## src/rtl/rou_pkg.sv

```systemverilog
// Shared roubus definitions: flit kinds, ack codes, field offsets, flit layout
// and the ring-stop state encoding.
package rou_pkg;

    localparam int unsigned DWID_DEF = 128;
    localparam int unsigned AWID_DEF = 32;
    localparam int unsigned CWID_DEF = 8;

    localparam logic [1:0] K_IDLE = 2'b00;
    localparam logic [1:0] K_WR   = 2'b01;
    localparam logic [1:0] K_RD   = 2'b10;
    localparam logic [1:0] K_RSP  = 2'b11;

    localparam logic [2:0] ACK_NONE  = 3'b000;
    localparam logic [2:0] ACK_OK    = 3'b001;
    localparam logic [2:0] ACK_RETRY = 3'b010;
    localparam logic [2:0] ACK_ERR   = 3'b100;

    // Flit is {kind, cmd, addr, data} MSB first, so data sits at bit 0.
    function automatic int unsigned addr_lsb(int unsigned dwid);
        return dwid;
    endfunction

    function automatic int unsigned cmd_lsb(int unsigned dwid, int unsigned awid);
        return dwid + awid;
    endfunction

    function automatic int unsigned kind_lsb(int unsigned dwid, int unsigned awid,
                                             int unsigned cwid);
        return dwid + awid + cwid;
    endfunction

    typedef struct packed {
        logic [1:0]          kind;
        logic [CWID_DEF-1:0] cmd;
        logic [AWID_DEF-1:0] addr;
        logic [DWID_DEF-1:0] data;
    } flit_t;

    typedef enum logic [1:0] {
        ST_IDLE  = 2'd0,
        ST_LOCAL = 2'd1,
        ST_RESP  = 2'd2,
        ST_FWD   = 2'd3
    } state_t;

endpackage

```

## src/rtl/rou_hit.sv

```systemverilog
// Local address window decode: hit when BASE <= addr < BASE+SIZE, plus the
// window-relative offset.
module rou_hit #(
    parameter int unsigned     AWID = 32,
    parameter logic [AWID-1:0] BASE = 32'h1000_0000,
    parameter logic [AWID-1:0] SIZE = 32'h0000_1000
) (
    input  logic [AWID-1:0] addr_i,
    output logic            hit_o,
    output logic [AWID-1:0] off_o
);

    // One extra bit keeps a window ending at the top of the space from wrapping.
    logic [AWID:0] end_w;

    assign end_w = {1'b0, BASE} + {1'b0, SIZE};
    assign hit_o = (addr_i >= BASE) && ({1'b0, addr_i} < end_w);
    assign off_o = addr_i - BASE;

endmodule

```

## src/rtl/rou_target.sv

```systemverilog
// Roubus ring stop: serves requests that hit the local window through a simple
// slave port and returns a response flit; all other traffic is forwarded.
module rou_target
    import rou_pkg::*;
#(
    parameter int unsigned     DWID    = 128,
    parameter int unsigned     AWID    = 32,
    parameter int unsigned     CWID    = 8,
    parameter int unsigned     WID     = 2 + DWID + AWID + CWID,
    parameter logic [AWID-1:0] BASE    = 32'h1000_0000,
    parameter logic [AWID-1:0] SIZE    = 32'h0000_1000,
    parameter int unsigned     LOC_TMO = 16
) (
    input  logic            clk,
    input  logic            rst_n,
    input  logic [WID-1:0]  rou_in,
    output logic [2:0]      ack_in,
    output logic [WID-1:0]  rou_out,
    input  logic [2:0]      ack_out,
    output logic            loc_req,
    output logic            loc_we,
    output logic [AWID-1:0] loc_addr,
    output logic [DWID-1:0] loc_wdata,
    input  logic [DWID-1:0] loc_rdata,
    input  logic            loc_ack,
    output logic [7:0]      err_cnt
);

    localparam int unsigned KL = kind_lsb(DWID, AWID, CWID);
    localparam int unsigned AL = addr_lsb(DWID);
    localparam int unsigned TW = $clog2(LOC_TMO + 1);

    state_t          state_q;
    logic [WID-1:0]  flit_q;
    logic [AWID-1:0] off_q;
    logic [TW-1:0]   tmo_q;
    logic [2:0]      ack_in_q;
    logic [WID-1:0]  rou_out_q;
    logic [7:0]      err_q;

    logic [1:0]      in_kind;
    logic            in_new;
    logic            in_hit;
    logic [AWID-1:0] in_off;
    logic            out_vld;
    logic [7:0]      err_inc;

    rou_hit #(
        .AWID (AWID),
        .BASE (BASE),
        .SIZE (SIZE)
    ) u_hit (
        .addr_i (rou_in[AL +: AWID]),
        .hit_o  (in_hit),
        .off_o  (in_off)
    );

    assign in_kind = rou_in[KL +: 2];
    // A flit still present while we show ACK_OK is the one we already took.
    assign in_new  = (in_kind != K_IDLE) && (ack_in_q != ACK_OK);
    assign out_vld = (rou_out_q[KL +: 2] != K_IDLE);
    assign err_inc = (err_q == 8'hFF) ? err_q : err_q + 8'd1;

    always_ff @(posedge clk) begin
        if (!rst_n) begin
            state_q   <= ST_IDLE;
            flit_q    <= '0;
            off_q     <= '0;
            tmo_q     <= '0;
            ack_in_q  <= ACK_NONE;
            rou_out_q <= '0;
            err_q     <= '0;
        end else begin
            ack_in_q <= ACK_NONE;
            if (in_new)
                ack_in_q <= (state_q == ST_IDLE) ? ACK_OK : ACK_RETRY;

            case (state_q)
                ST_IDLE: begin
                    if (in_new) begin
                        flit_q  <= rou_in;
                        off_q   <= in_off;
                        tmo_q   <= '0;
                        state_q <= ((in_kind == K_WR || in_kind == K_RD) && in_hit)
                                   ? ST_LOCAL : ST_FWD;
                    end
                end
                ST_LOCAL: begin
                    // The latched request is turned into its response in place.
                    if (loc_ack) begin
                        flit_q[KL +: 2]   <= K_RSP;
                        flit_q[DWID-1:0]  <= loc_we ? '0 : loc_rdata;
                        state_q           <= ST_RESP;
                    end else if (tmo_q == TW'(LOC_TMO - 1)) begin
                        flit_q[KL +: 2]   <= K_RSP;
                        flit_q[DWID-1:0]  <= '1;
                        err_q             <= err_inc;
                        state_q           <= ST_RESP;
                    end else begin
                        tmo_q <= tmo_q + TW'(1);
                    end
                end
                ST_RESP, ST_FWD: begin
                    if (!out_vld) begin
                        rou_out_q <= flit_q;
                    end else if (ack_out == ACK_OK) begin
                        rou_out_q <= '0;
                        state_q   <= ST_IDLE;
                    end else if (ack_out == ACK_ERR) begin
                        rou_out_q <= '0;
                        err_q     <= err_inc;
                        state_q   <= ST_IDLE;
                    end
                end
                default: state_q <= ST_IDLE;
            endcase
        end
    end

    assign ack_in    = ack_in_q;
    assign rou_out   = rou_out_q;
    assign err_cnt   = err_q;
    assign loc_req   = (state_q == ST_LOCAL);
    assign loc_we    = loc_req && (flit_q[KL +: 2] == K_WR);
    assign loc_addr  = off_q;
    assign loc_wdata = flit_q[DWID-1:0];

endmodule

```

## config.mk

```make
export PLATFORM = sky130hd
export DESIGN_NAME = rou_target
export DESIGN_NICKNAME = d
export VERILOG_FILES = /design/src/rtl/rou_pkg.sv /design/src/rtl/rou_hit.sv /design/src/rtl/rou_target.sv
export SDC_FILE = /design/constraint.sdc
export NUM_CORES = 1
export LEC_CHECK = 0
export CAP_MARGIN = 20
export CORE_AREA = 5 5 248 250
export CTS_CLUSTER_SIZE = 28
export DETAILED_ROUTE_END_ITERATION = 10
export DIE_AREA = 0 0 253 255
export PLACE_DENSITY_LB_ADDON = 0.15
export SETUP_SLACK_MARGIN = 0.4
export SYNTH_ARGS = -nofsm -noshare
export SYNTH_HDL_FRONTEND = slang
export SYNTH_SLANG_ARGS = --single-unit
```

## constraint.sdc

```tcl
create_clock -name clk -period 2.46 [get_ports clk]
set_input_delay 0.615 -clock clk [delete_from_list [all_inputs] [get_ports clk]]
set_output_delay 0.615 -clock clk [all_outputs]
set_load 0.005 [all_outputs]
```

---- After elaboration in Yosys (flattened, before gate mapping) ----
Index checks and enable logic that the tools add are counted.
storage, ports and cells
  register bits ........................... 390
  input port bits ......................... 304
  logic and storage cells ................. 83
  output and inout bits ................... 343
  memories ................................ 0
  latch bits .............................. 0
  ROM bits ................................ 0
  RAM bits ................................ 0
cells by class
  equal/unequal tests ..................... 21
  $add $sub $neg .......................... 3
  reduce and logical (&&, ||, !) cells .... 18
  div/mod/pow operators ................... 0
  mux-type cells .......................... 31
  order comparisons ....................... 2
  multipliers ............................. 0
  bitwise operators ....................... 0
  shift-type cells ........................ 0
operator list
  operator                                                              count
  2-to-1 mux 170 bit                                                    4
  2-to-1 mux 128 bit                                                    3
  case mux 128 bit (2 select lines)                                     1
  2-to-1 mux 8 bit                                                      6
  greater-or-equal comparator 32 x 29 -> 1 bit (second input constant)  1
  less-than comparator 32 x 29 -> 1 bit (second input constant)         1
  subtractor 32 x 29 -> 32 bit (second input constant)                  1
  2-to-1 mux 2 bit                                                      10
  case mux 8 bit (2 select lines)                                       1
  2-to-1 mux 5 bit                                                      3
  inequality test 2 bit (second input constant)                         6
  case mux 5 bit (2 select lines)                                       1
  inequality test 3 x 1 -> 1 bit (second input constant)                3
  adder 8 x 1 -> 8 bit (second input constant)                          1
  == test 8 bit (second input constant)                                 1
  AND reduction 4 bit                                                   2
  nonzero test 2 bit                                                    4
  == test 2 x 1 -> 1 bit (second input constant)                        3
  == test 2 bit (second input constant)                                 3
  case mux 2 bit (3 select lines)                                       1
  AND reduction 2 bit                                                   3
  AND reduction 6 bit                                                   1
  adder 5 x 1 -> 5 bit (second input constant)                          1
  == test 5 x 4 -> 1 bit (second input constant)                        1
  10 further kinds                                                      13

---- Logic depth before layout (Yosys ltp) ----
Gate-level depths: netlist of run 1.
  depth after elaboration ................. 6
  gate-level depth with buffers ........... 10
  depth with buffers taken out ............ 7

---- By module ----
A second synthesis of run 1 with hierarchy kept.
second synthesis, totals
  cell total of the unflattened synthesis .. 1973
  area, all modules ....................... 17933.4 sq um
modules (own cells, without submodules)
  module      cells an instance  seq. area each (sq um)  area an instance (sq um)  instances
  rou_target  1925               7787.5                  17556.8                   1
  rou_hit     48                 0.0                     376.6                     1

---- Worst setup path after synthesis of run 1 ----
Ideal clock, no wire load.
  kind .................................... flip-flop to flip-flop
  from .................................... register tmo_q[0]
  to ...................................... register flit_q[168]
  path buffers ............................ 3
  required time ........................... 2.341 ns
  path slack .............................. 0.275 ns
  cell stages (with the launch flop) ...... 10
  period minus slack after synthesis ...... 2.185 ns
  setup time .............................. 0.119 ns
  arrival time ............................ 2.066 ns
  cells stage by stage .................... dfxtp_1 ha_1 and3_1 ha_1 or3b_1 clkbuf_1 and3_1 clkbuf_1 clkbuf_1 o221a_2
on the way
  cells in the longest elaborated chain, start to end .. 3
RTL lines
  what                                             line               source
  start, declared                                  rou_target.sv:36   logic [TW-1:0] tmo_q;
  start signal, assigned                           rou_target.sv:100  tmo_q <= tmo_q + TW'(1);
  == test 5 x 4 -> 1 bit                           rou_target.sv:94   end else if (tmo_q == TW'(LOC_TMO - 1)) begin
  inequality test 3 x 1 -> 1 bit (no source line)  -
  AND reduction 3 bit (no source line)             -
  end signal, assigned                             rou_target.sv:81   flit_q <= rou_in;
  end signal, assigned by index                    rou_target.sv:92   flit_q[DWID-1:0] <= loc_we ? '0 : loc_rdata;
  end, declared                                    rou_target.sv:34   logic [WID-1:0] flit_q;
No other way between the ends.
A chain may end at the register's enable or synchronous reset.

---- Worst setup path in the final report of run 1 ----
  from .................................... register tmo_q[1]
  to ...................................... register flit_q[39]
Same word-level chain as after synthesis.

==> results by group, run 1 <==
Outcome
  – Run status: completed

Worst setup path
  – Critical path, cell by cell: ha_4 > and3_4 > ha_4 > or3b_4 > and3_4 > buf_12 > buf_12 > buf_12 > a211oi_2
  – Critical Path Most Common Cell: buf_12
  – CP Capture Type: flip-flop
  – Arr. time, crit path: 2.67 ns
  – Required time of the critical path: 2.94 ns
  – Largest stage delay, worst path: 0.41 ns
  – Crit start category: flip-flop
  – Worst Path Max Fanout: 6
  – Reg2reg start: tmo_q[1]
  – Slowest-stage cell, CP: or3b_4
  – Setup CP Type: flip-flop to flip-flop
  – Critical path startpoint: tmo_q[1]

STA
  – Final worst setup slack: 0.273 ns
  – Headroom to the max-slew limit: 0.367
  – Final min period: 2.19 ns
  – Final Hold Vio Count: 0
  – RSZ-0062 raised after global routing: yes
  – Endpoints failing setup: 0
  – Max-slew violations: 0
  – Worst Hold Slack: 0.413 ns
  – Clock skew: 0.0134 ns
  – Setup tns final: 0 ns
  – Final worst-path cycle share: 0.889
  – Least-Margin Pin Slew: 0.950 ns
  – Fmax: 457 MHz

Detailed routing
  – DRC: 0
  – DR pass1 iterations: 5
  – Detailed Route WL: 82,400 µm
  – Routed vias: 17.5k
  – DR iter-0 viols: 845
  – WL/cell: 24.8 µm
  – Post-DR vias/cell: 5.28
  – Antenna-violating nets left: 0

Placed design
  – Setup slack at placement: -0.437 ns
  – IO buf count: 645
  – Area post-placement: 24,900 µm²
  – GPL Wtd Cong: 0.850
  – Cells after DPL: 3,173
  – Post-DP HPWL: 52,900 µm

Global route
  – Vias in the first global route: 17.6k
  – Largest net degree at the start of global routing: 131
  – First-pass GRT wire length: 115,000 µm
  – Gr usage total: 0.230
  – Initial antenna violation count: 12
  – Congestion Overflow GR: 0

Power and ir drop
  – P_leak: 12.3 nW
  – Maximum VDD drop: 0.471 mV
  – Final Total Pwr: 22.2 mW
  – PwrDens: 781 nW/µm²

Clocking
  – Sink Count: 361
  – CTS Buf Count: 43
  – Clock transition at the registers of the reported paths: 0.06 ns
  – Clk buf depth: 3
  – Worst-skew pair later-pin latency: 0.57 ns
  – CTS Hold Buffers Added: 0
  – H-tree depth: 2
  – Root Driver: clkbuf_16
  – CTS tree: yes

Finish
  – Final Non-Filler Cells: 3,323
  – Final Util: 0.482
  – Final instance area: 28,400 µm²
  – Layout cell share with drive strength beyond 1: 0.205
  – Area delta synth->final: 54.0%
  – Final net count: 2,821
  – Most frequent cells in the layout: clkdlybuf4s50_1, dlygate4sd2_1, dfxtp_1
  – Commonest non-fill, non-tap cell in the layout: clkdlybuf4s50_1

Synth
  – Synth warn: 0
  – Number of synthesized flops with an enable pin: 0
  – Post-Syn Instances: 2,049
  – Area leader, netlist: dfxtp_1
  – Xor/xnor share of the synthesized area: 0.00190
  – Mux contribution to synthesized area: 0.00272
  – Synth Area in Adders: 0.00408
  – Predominant post-synthesis flop cell: dfxtp_1
  – Synth cell types: 51
  – Sequential share of the synthesized area: 0.392
  – Post-synthesis simple-gate area fraction: 0.0783
  – Netlist Area Pre-Place: 18,400 µm²
  – Avg Cell Area, Syn: 8.99 µm²
  – Flops & latches, synth: 361
  – Compound-cell area share of the yosys netlist: 0.379
  – Area share of the largest cell type after synthesis: 0.392
  – Largest cells by area after synthesis: dfxtp_1, a21boi_0, buf_4
  – Ys async rst share: 0
  – Syn nets: 2,359
  – Largest family of logic cells by synthesized area: compound AO/OA/AOI/OAI gates

Floorplan
  – Core Area: 58,800 µm²
  – Die X: 253 µm
  – Die Area: 64,500 µm²
  – Num rows: 89
  – Initial Util: 0.313
  – Die Ht: 255 µm
  – I/O Pins: 647

Min path
  – Hold Crit Class: input port to flip-flop
  – HP Start: rst_n

Job
  – Max cap viols: 0
[power by group]
group	total [mW]	internal [mW]	switching (mW)
combinational	8.07	4.02	4.04
sequential	7.45	6.74	0.707
clock	6.65	3.96	2.69
total	22.2	14.7	7.44
[path summary, 6_finish.rpt]
kind,endpoint,slack [ns],depth (start not counted)
setup / recovery,flit_q[39],0.27,9
hold / removal,rou_out[1],0.41,2
setup reg to reg,flit_q[39],0.27,9
hold reg to reg,flit_q[156],0.47,1
[worst max-delay path, delay by kind of cell (launching register included)]
| kind | cells | cell delay (ns) |
|---|---|---|
| and+or+nand+nor | 3 | 0.81 |
| adders and majority gates | 2 | 0.31 |
| AOI/OAI and AO/OA | 1 | 0.20 |
| buffers and inverters | 3 | 0.45 |
| DFF | 1 | 0.33 |
[state kept, by name, indices dropped and copies added (netlist names)]
| name | flops |
|---|---|
| rou_out | 170 |
| flit_q | 170 |
| ack_in | 2 |
| err_cnt | 8 |
| tmo_q | 5 |
| state_q | 2 |
| loc_addr | 4 |
[per-layer routing]
layer | GRT usage | wire (µm) | share of wire | up-vias
met4 | 0.0881 | 3150 | 0.038 | 12
met5 | 0 | 90 | 0.0011 | -
met1 | 0.276 | 32600 | 0.40 | 8549
met2 | 0.389 | 39400 | 0.48 | 684
met3 | 0.0722 | 7130 | 0.086 | 159
li1 | - | - | - | 8129
[synthesized netlist by cell type, drive strengths merged, types with 3 or more instances]
cell type,number
mux2i,5
nand2,6
a211oi,128
a22o,43
nor2,8
a21o,4
ha,6
and3,5
nand4,8
nand3,7
inv,141
o21ai,134
a21oi,7
a22oi,130
a31oi,130
nor4,6
o21a,168
nand2b,5
nor2b,3
nor3,5
xor2,3
clkbuf,174
and2,170
buf,201
dfxtp,361
a21boi,169
[what timing repair did]
item / CTS / global route
setup endpoints to repair: 427 / 221
gates cloned: 15 / 12
pin swaps: 9 / 12
buffers inserted: 34 / 5
gates resized for setup: 506 / 135
[cell families (layout without fill, tap and decap cells)]
family | count (synthesis) | count (layout)
XOR/XNOR | 4 | 4
AO/OA/AOI/OAI | 921 | 921
AND/OR/NAND/NOR | 233 | 233
multiplexers | 5 | 5
flip-flops | 361 | 361
buffers and inverters | 518 | 1012
other | 1 | 8
adder cells (fa/ha/maj) | 6 | 6
[cell type report]
cell class,instances,area [µm²]
Tap cell,773,967
Multi-Input combinational cell,1170,9540
Fill cell,5625,30400
Clock inverter,15,200
Inverter,143,547
Sequential cell,361,7400
Timing Repair Buffer,792,8440
Clock buffer,62,1250
Antenna cell,7,17.5
Note: power is estimated with default switching activity, not from simulation.
==> run 2, diff against run 1 <==
--- a/config.mk
+++ b/config.mk
@@ -6,12 +6,12 @@
 export NUM_CORES = 1
 export LEC_CHECK = 0
 export CAP_MARGIN = 20
-export CORE_AREA = 5 5 248 250
+export CORE_AREA = 5 5 249 251
 export CTS_CLUSTER_SIZE = 28
 export DETAILED_ROUTE_END_ITERATION = 10
-export DIE_AREA = 0 0 253 255
+export DIE_AREA = 0 0 254 256
 export PLACE_DENSITY_LB_ADDON = 0.15
-export SETUP_SLACK_MARGIN = 0.4
+export SETUP_SLACK_MARGIN = 0.1
 export SYNTH_ARGS = -nofsm -noshare
 export SYNTH_HDL_FRONTEND = slang
 export SYNTH_SLANG_ARGS = --single-unit
==> constraint.sdc (replaced) <==
create_clock -name clk -period 1.9 [get_ports clk]
set_input_delay 0.475 -clock clk [delete_from_list [all_inputs] [get_ports clk]]
set_output_delay 0.475 -clock clk [all_outputs]
set_load 0.005 [all_outputs]
==> run 2 against run 1 <==
Against the previous run:
- the run now ends with setup timing left
- critical path depth down 1
- non-clock buffer count up 3
- register-to-register slack worse by 0.50 ns
- largest power group is now sequential cells
==> results by group, run 2 (same netlist as run 1, synthesis figures left out) <==
Power and ir drop
  – Sw Ratio: 0.334 (was 0.336)
  – P_leak: 11.7 nW (was 12.3 nW)
  – Sw Pwr: 9.16 mW (was 7.44 mW)
  – Power share of the clock group: 0.317 (was 0.300)
  – Maximum VDD drop: 0.611 mV (was 0.471 mV)
  – P_int: 18.3 mW (was 14.7 mW)
  – Comb pwr share: 0.335 (was 0.364)
  – Reg power frac: 0.349 (was 0.336)
  – PwrDens: 1010 nW/µm² (was 781 nW/µm²)
  – Final Total Pwr: 27.5 mW (was 22.2 mW)

Clocking
  – H-tree depth: 2 (unchanged)
  – CTS Hold Buffers Added: 0 (unchanged)
  – CTS Buf Count: 45 (was 43)
  – Root Driver: clkbuf_16 (unchanged)
  – Worst-skew pair later-pin latency: 0.58 ns (was 0.57 ns)
  – CTS tree: yes (unchanged)
  – Clk buf depth: 3 (unchanged)
  – Clock transition at the registers of the reported paths: 0.06 ns (about the same)
  – Sink Count: 361 (unchanged)

Worst setup path
  – Required time of the critical path: 2.37 ns (was 2.94 ns)
  – Worst Path Max Fanout: 18 (was 6)
  – Critical path startpoint: tmo_q[1] (unchanged)
  – Largest stage delay, worst path: 0.43 ns (was 0.41 ns)
  – RR Endpoint: flit_q[78] (was flit_q[39])
  – Flop2flop setup slack: -0.23 ns (was 0.27 ns)
  – Crit-path leading delay family: simple AND/OR/NAND/NOR gates (unchanged)
  – CP Capture Type: flip-flop (unchanged)
  – Arr. time, crit path: 2.60 ns (was 2.67 ns)
  – R2R depth: 8 (was 9)
  – Setup CP Type: flip-flop to flip-flop (unchanged)
  – Slowest-stage cell, CP: or3b_4 (unchanged)
  – CP endpoint: flit_q[78] (was flit_q[39])
  – Reg2reg start: tmo_q[1] (unchanged)
  – Critical path, cell by cell: ha_4 > and3_4 > ha_4 > or3b_4 > and3_4 > buf_12 > buf_12 > a211oi_4 (was ha_4 > and3_4 > ha_4 > or3b_4 > and3_4 > buf_12 > buf_12 > buf_12 > a211oi_2)
  – Cell depth of the worst setup path: 8 (was 9)
  – WP buf/inv: 2 (was 3)
  – Crit start category: flip-flop (unchanged)

Global route
  – Congestion Overflow GR: 0 (unchanged)
  – Initial antenna violation count: 11 (was 12)
  – Gr usage total: 0.224 (was 0.230)
  – First-pass GRT wire length: 115,000 µm (about the same)
  – Largest net degree at the start of global routing: 91 (was 131)
  – Vias in the first global route: 17.4k (was 17.6k)

STA
  – Clock skew: 0.0326 ns (was 0.0134 ns)
  – Headroom to the max-slew limit: 0.616 (was 0.367)
  – Final worst setup slack: -0.228 ns (was 0.273 ns)
  – Fmax: 470 MHz (was 457 MHz)
  – Endpoints failing setup: 140 (was 0)
  – Least-Margin Pin Slew: 0.576 ns (was 0.950 ns)
  – Final Hold Vio Count: 0 (unchanged)
  – RSZ-0062 raised after global routing: yes (unchanged)
  – Final worst-path cycle share: 1.12 (was 0.889)
  – Final min period: 2.13 ns (was 2.19 ns)
  – Max-slew violations: 0 (unchanged)
  – Worst Hold Slack: 0.231 ns (was 0.413 ns)

Finish
  – Most frequent cells in the layout: dlygate4sd2_1, clkdlybuf4s50_1, dfxtp_1 (was clkdlybuf4s50_1, dlygate4sd2_1, dfxtp_1)
  – Layout cell share with drive strength beyond 1: 0.195 (was 0.205)
  – Area delta synth->final: 48.3% (was 54.0%)
  – Final Non-Filler Cells: 3,339 (was 3,323)
  – Register area: 7380 µm² (was 7400 µm²)
  – Fill count: 5,869 (was 5,625)
  – Multi-input gate area: 9080 µm² (was 9540 µm²)
  – Final net count: 2,826 (was 2,821)
  – Final instance area: 27,300 µm² (was 28,400 µm²)
  – Commonest non-fill, non-tap cell in the layout: dlygate4sd2_1 (was clkdlybuf4s50_1)

Detailed routing
  – Antenna-violating nets left: 0 (unchanged)
  – DR pass1 iterations: 5 (unchanged)
  – Post-DR vias/cell: 5.22 (was 5.28)
  – WL/cell: 23.7 µm (was 24.8 µm)
  – DRC: 0 (unchanged)
  – Routed vias: 17.4k (was 17.5k)
  – DR iter-0 viols: 992 (was 845)
  – Detailed Route WL: 79,200 µm (was 82,400 µm)

Placed design
  – Cells after DPL: 3,227 (was 3,173)
  – Post-DP HPWL: 54,500 µm (was 52,900 µm)
  – GPL Wtd Cong: 0.852 (was 0.850)
  – Setup slack at placement: -0.602 ns (was -0.437 ns)
  – IO buf count: 645 (unchanged)
  – Area post-placement: 25,400 µm² (was 24,900 µm²)

Floorplan
  – Die Area: 65,000 µm² (was 64,500 µm²)
  – Initial Util: 0.309 (was 0.313)
  – Num rows: 90 (was 89)
  – Core Area: 59,700 µm² (was 58,800 µm²)
  – Die X: 254 µm (was 253 µm)
  – I/O Pins: 647 (unchanged)
  – Die Ht: 256 µm (was 255 µm)

Min path
  – Hold Crit Class: input port to flip-flop (unchanged)

Outcome
  – Failing checks: setup timing
  – Run status: finished, violations left (was completed)

Job
  – Max cap viols: 0 (unchanged)
[run 2: cell count changes in the layout (fill, tap and decap cells not counted), sizes merged, moves of 4 or more]
cell	previous run	this run
clkbuf	69	63
dlygate4sd2	289	325
dlymetal6s2s	37	3
clkdlybuf4s50	315	301
clkdlybuf4s15	1	12
clkinv	6	10
buf	142	151
[run 2: how the worst min path moves through the flow]
stage                        end  cells past startpoint   startpoint  slack (ns)
floorplan            flit_q[156]                      1  flit_q[156]        0.44
global placement     flit_q[163]                      1  flit_q[163]        0.45
detailed placement   flit_q[164]                      1  flit_q[164]        0.46
CTS                 rou_out[155]                      2        rst_n        0.19
global route        rou_out[162]                      2        rst_n        0.21
finish              rou_out[155]                      2        rst_n        0.23
[run 2: power groups by stage]
| stage | logic, mW | clock network (mW) | registers (mW) |
|---|---|---|---|
| 6_report | 9.18 | 8.70 | 9.57 |
| 3_3_place_gp | 9.19 | 0 | 9.64 |
| 2_1_floorplan | 5.38 | 0 | 9.29 |
| 4_1_cts | 8.88 | 8.95 | 9.56 |
| 5_1_grt | 9.83 | 9.23 | 9.70 |
| 3_5_place_dp | 9.27 | 0 | 9.65 |
[run 2: worst register-to-register path: stages (launching register included)]
cell	delay, ns
dfxtp_2	0.33
ha_4	0.15
and3_4	0.18
ha_4	0.15
or3b_4	0.43
and3_4	0.24
buf_12	0.16
buf_12	0.17
a211oi_4	0.20
[run 2: routing by layer]
layer	routed length (µm)	vias to the layer above	track usage
met3	5840	121	0.0562
met5	50	-	0
met2	38700	648	0.381
li1	-	8120	-
met4	2180	8	0.0628
met1	32400	8524	0.282
[run 2: cell type report]
type	instances	share of cell area
repair buffers	795	0.287
clock buffers	60	0.0458
multi-input cells	1170	0.332
well taps	782	0.0358
inverters	143	0.0200
flip-flops and latches	361	0.270
diodes	8	0.000733
clock inverters	20	0.00802
[run 2: metrics by stage]
step,TNS (ns),util
floorplan,-20.64,-
global placement,-133.83,0.425
detailed placement,-136.14,0.425
CTS,-23.83,0.450
global route,-29.71,0.458
finish,-21.82,0.458
[run 2: timing repair]
item	in CTS	in global routing
gates cloned	0	4
pin swaps	1	8
endpoints found under the setup margin	486	211
buffers inserted	14	6
resized for setup	485	64
endpoints found under the hold margin	0	0
==> run 3, diff against run 2 <==
--- a/config.mk
+++ b/config.mk
@@ -7,7 +7,6 @@
 export LEC_CHECK = 0
 export CAP_MARGIN = 20
 export CORE_AREA = 5 5 249 251
-export CTS_CLUSTER_SIZE = 28
 export DETAILED_ROUTE_END_ITERATION = 10
 export DIE_AREA = 0 0 254 256
 export PLACE_DENSITY_LB_ADDON = 0.15
==> results of run 3 <==
No change in the layout: final DEF, timing and power equal those of run 2.
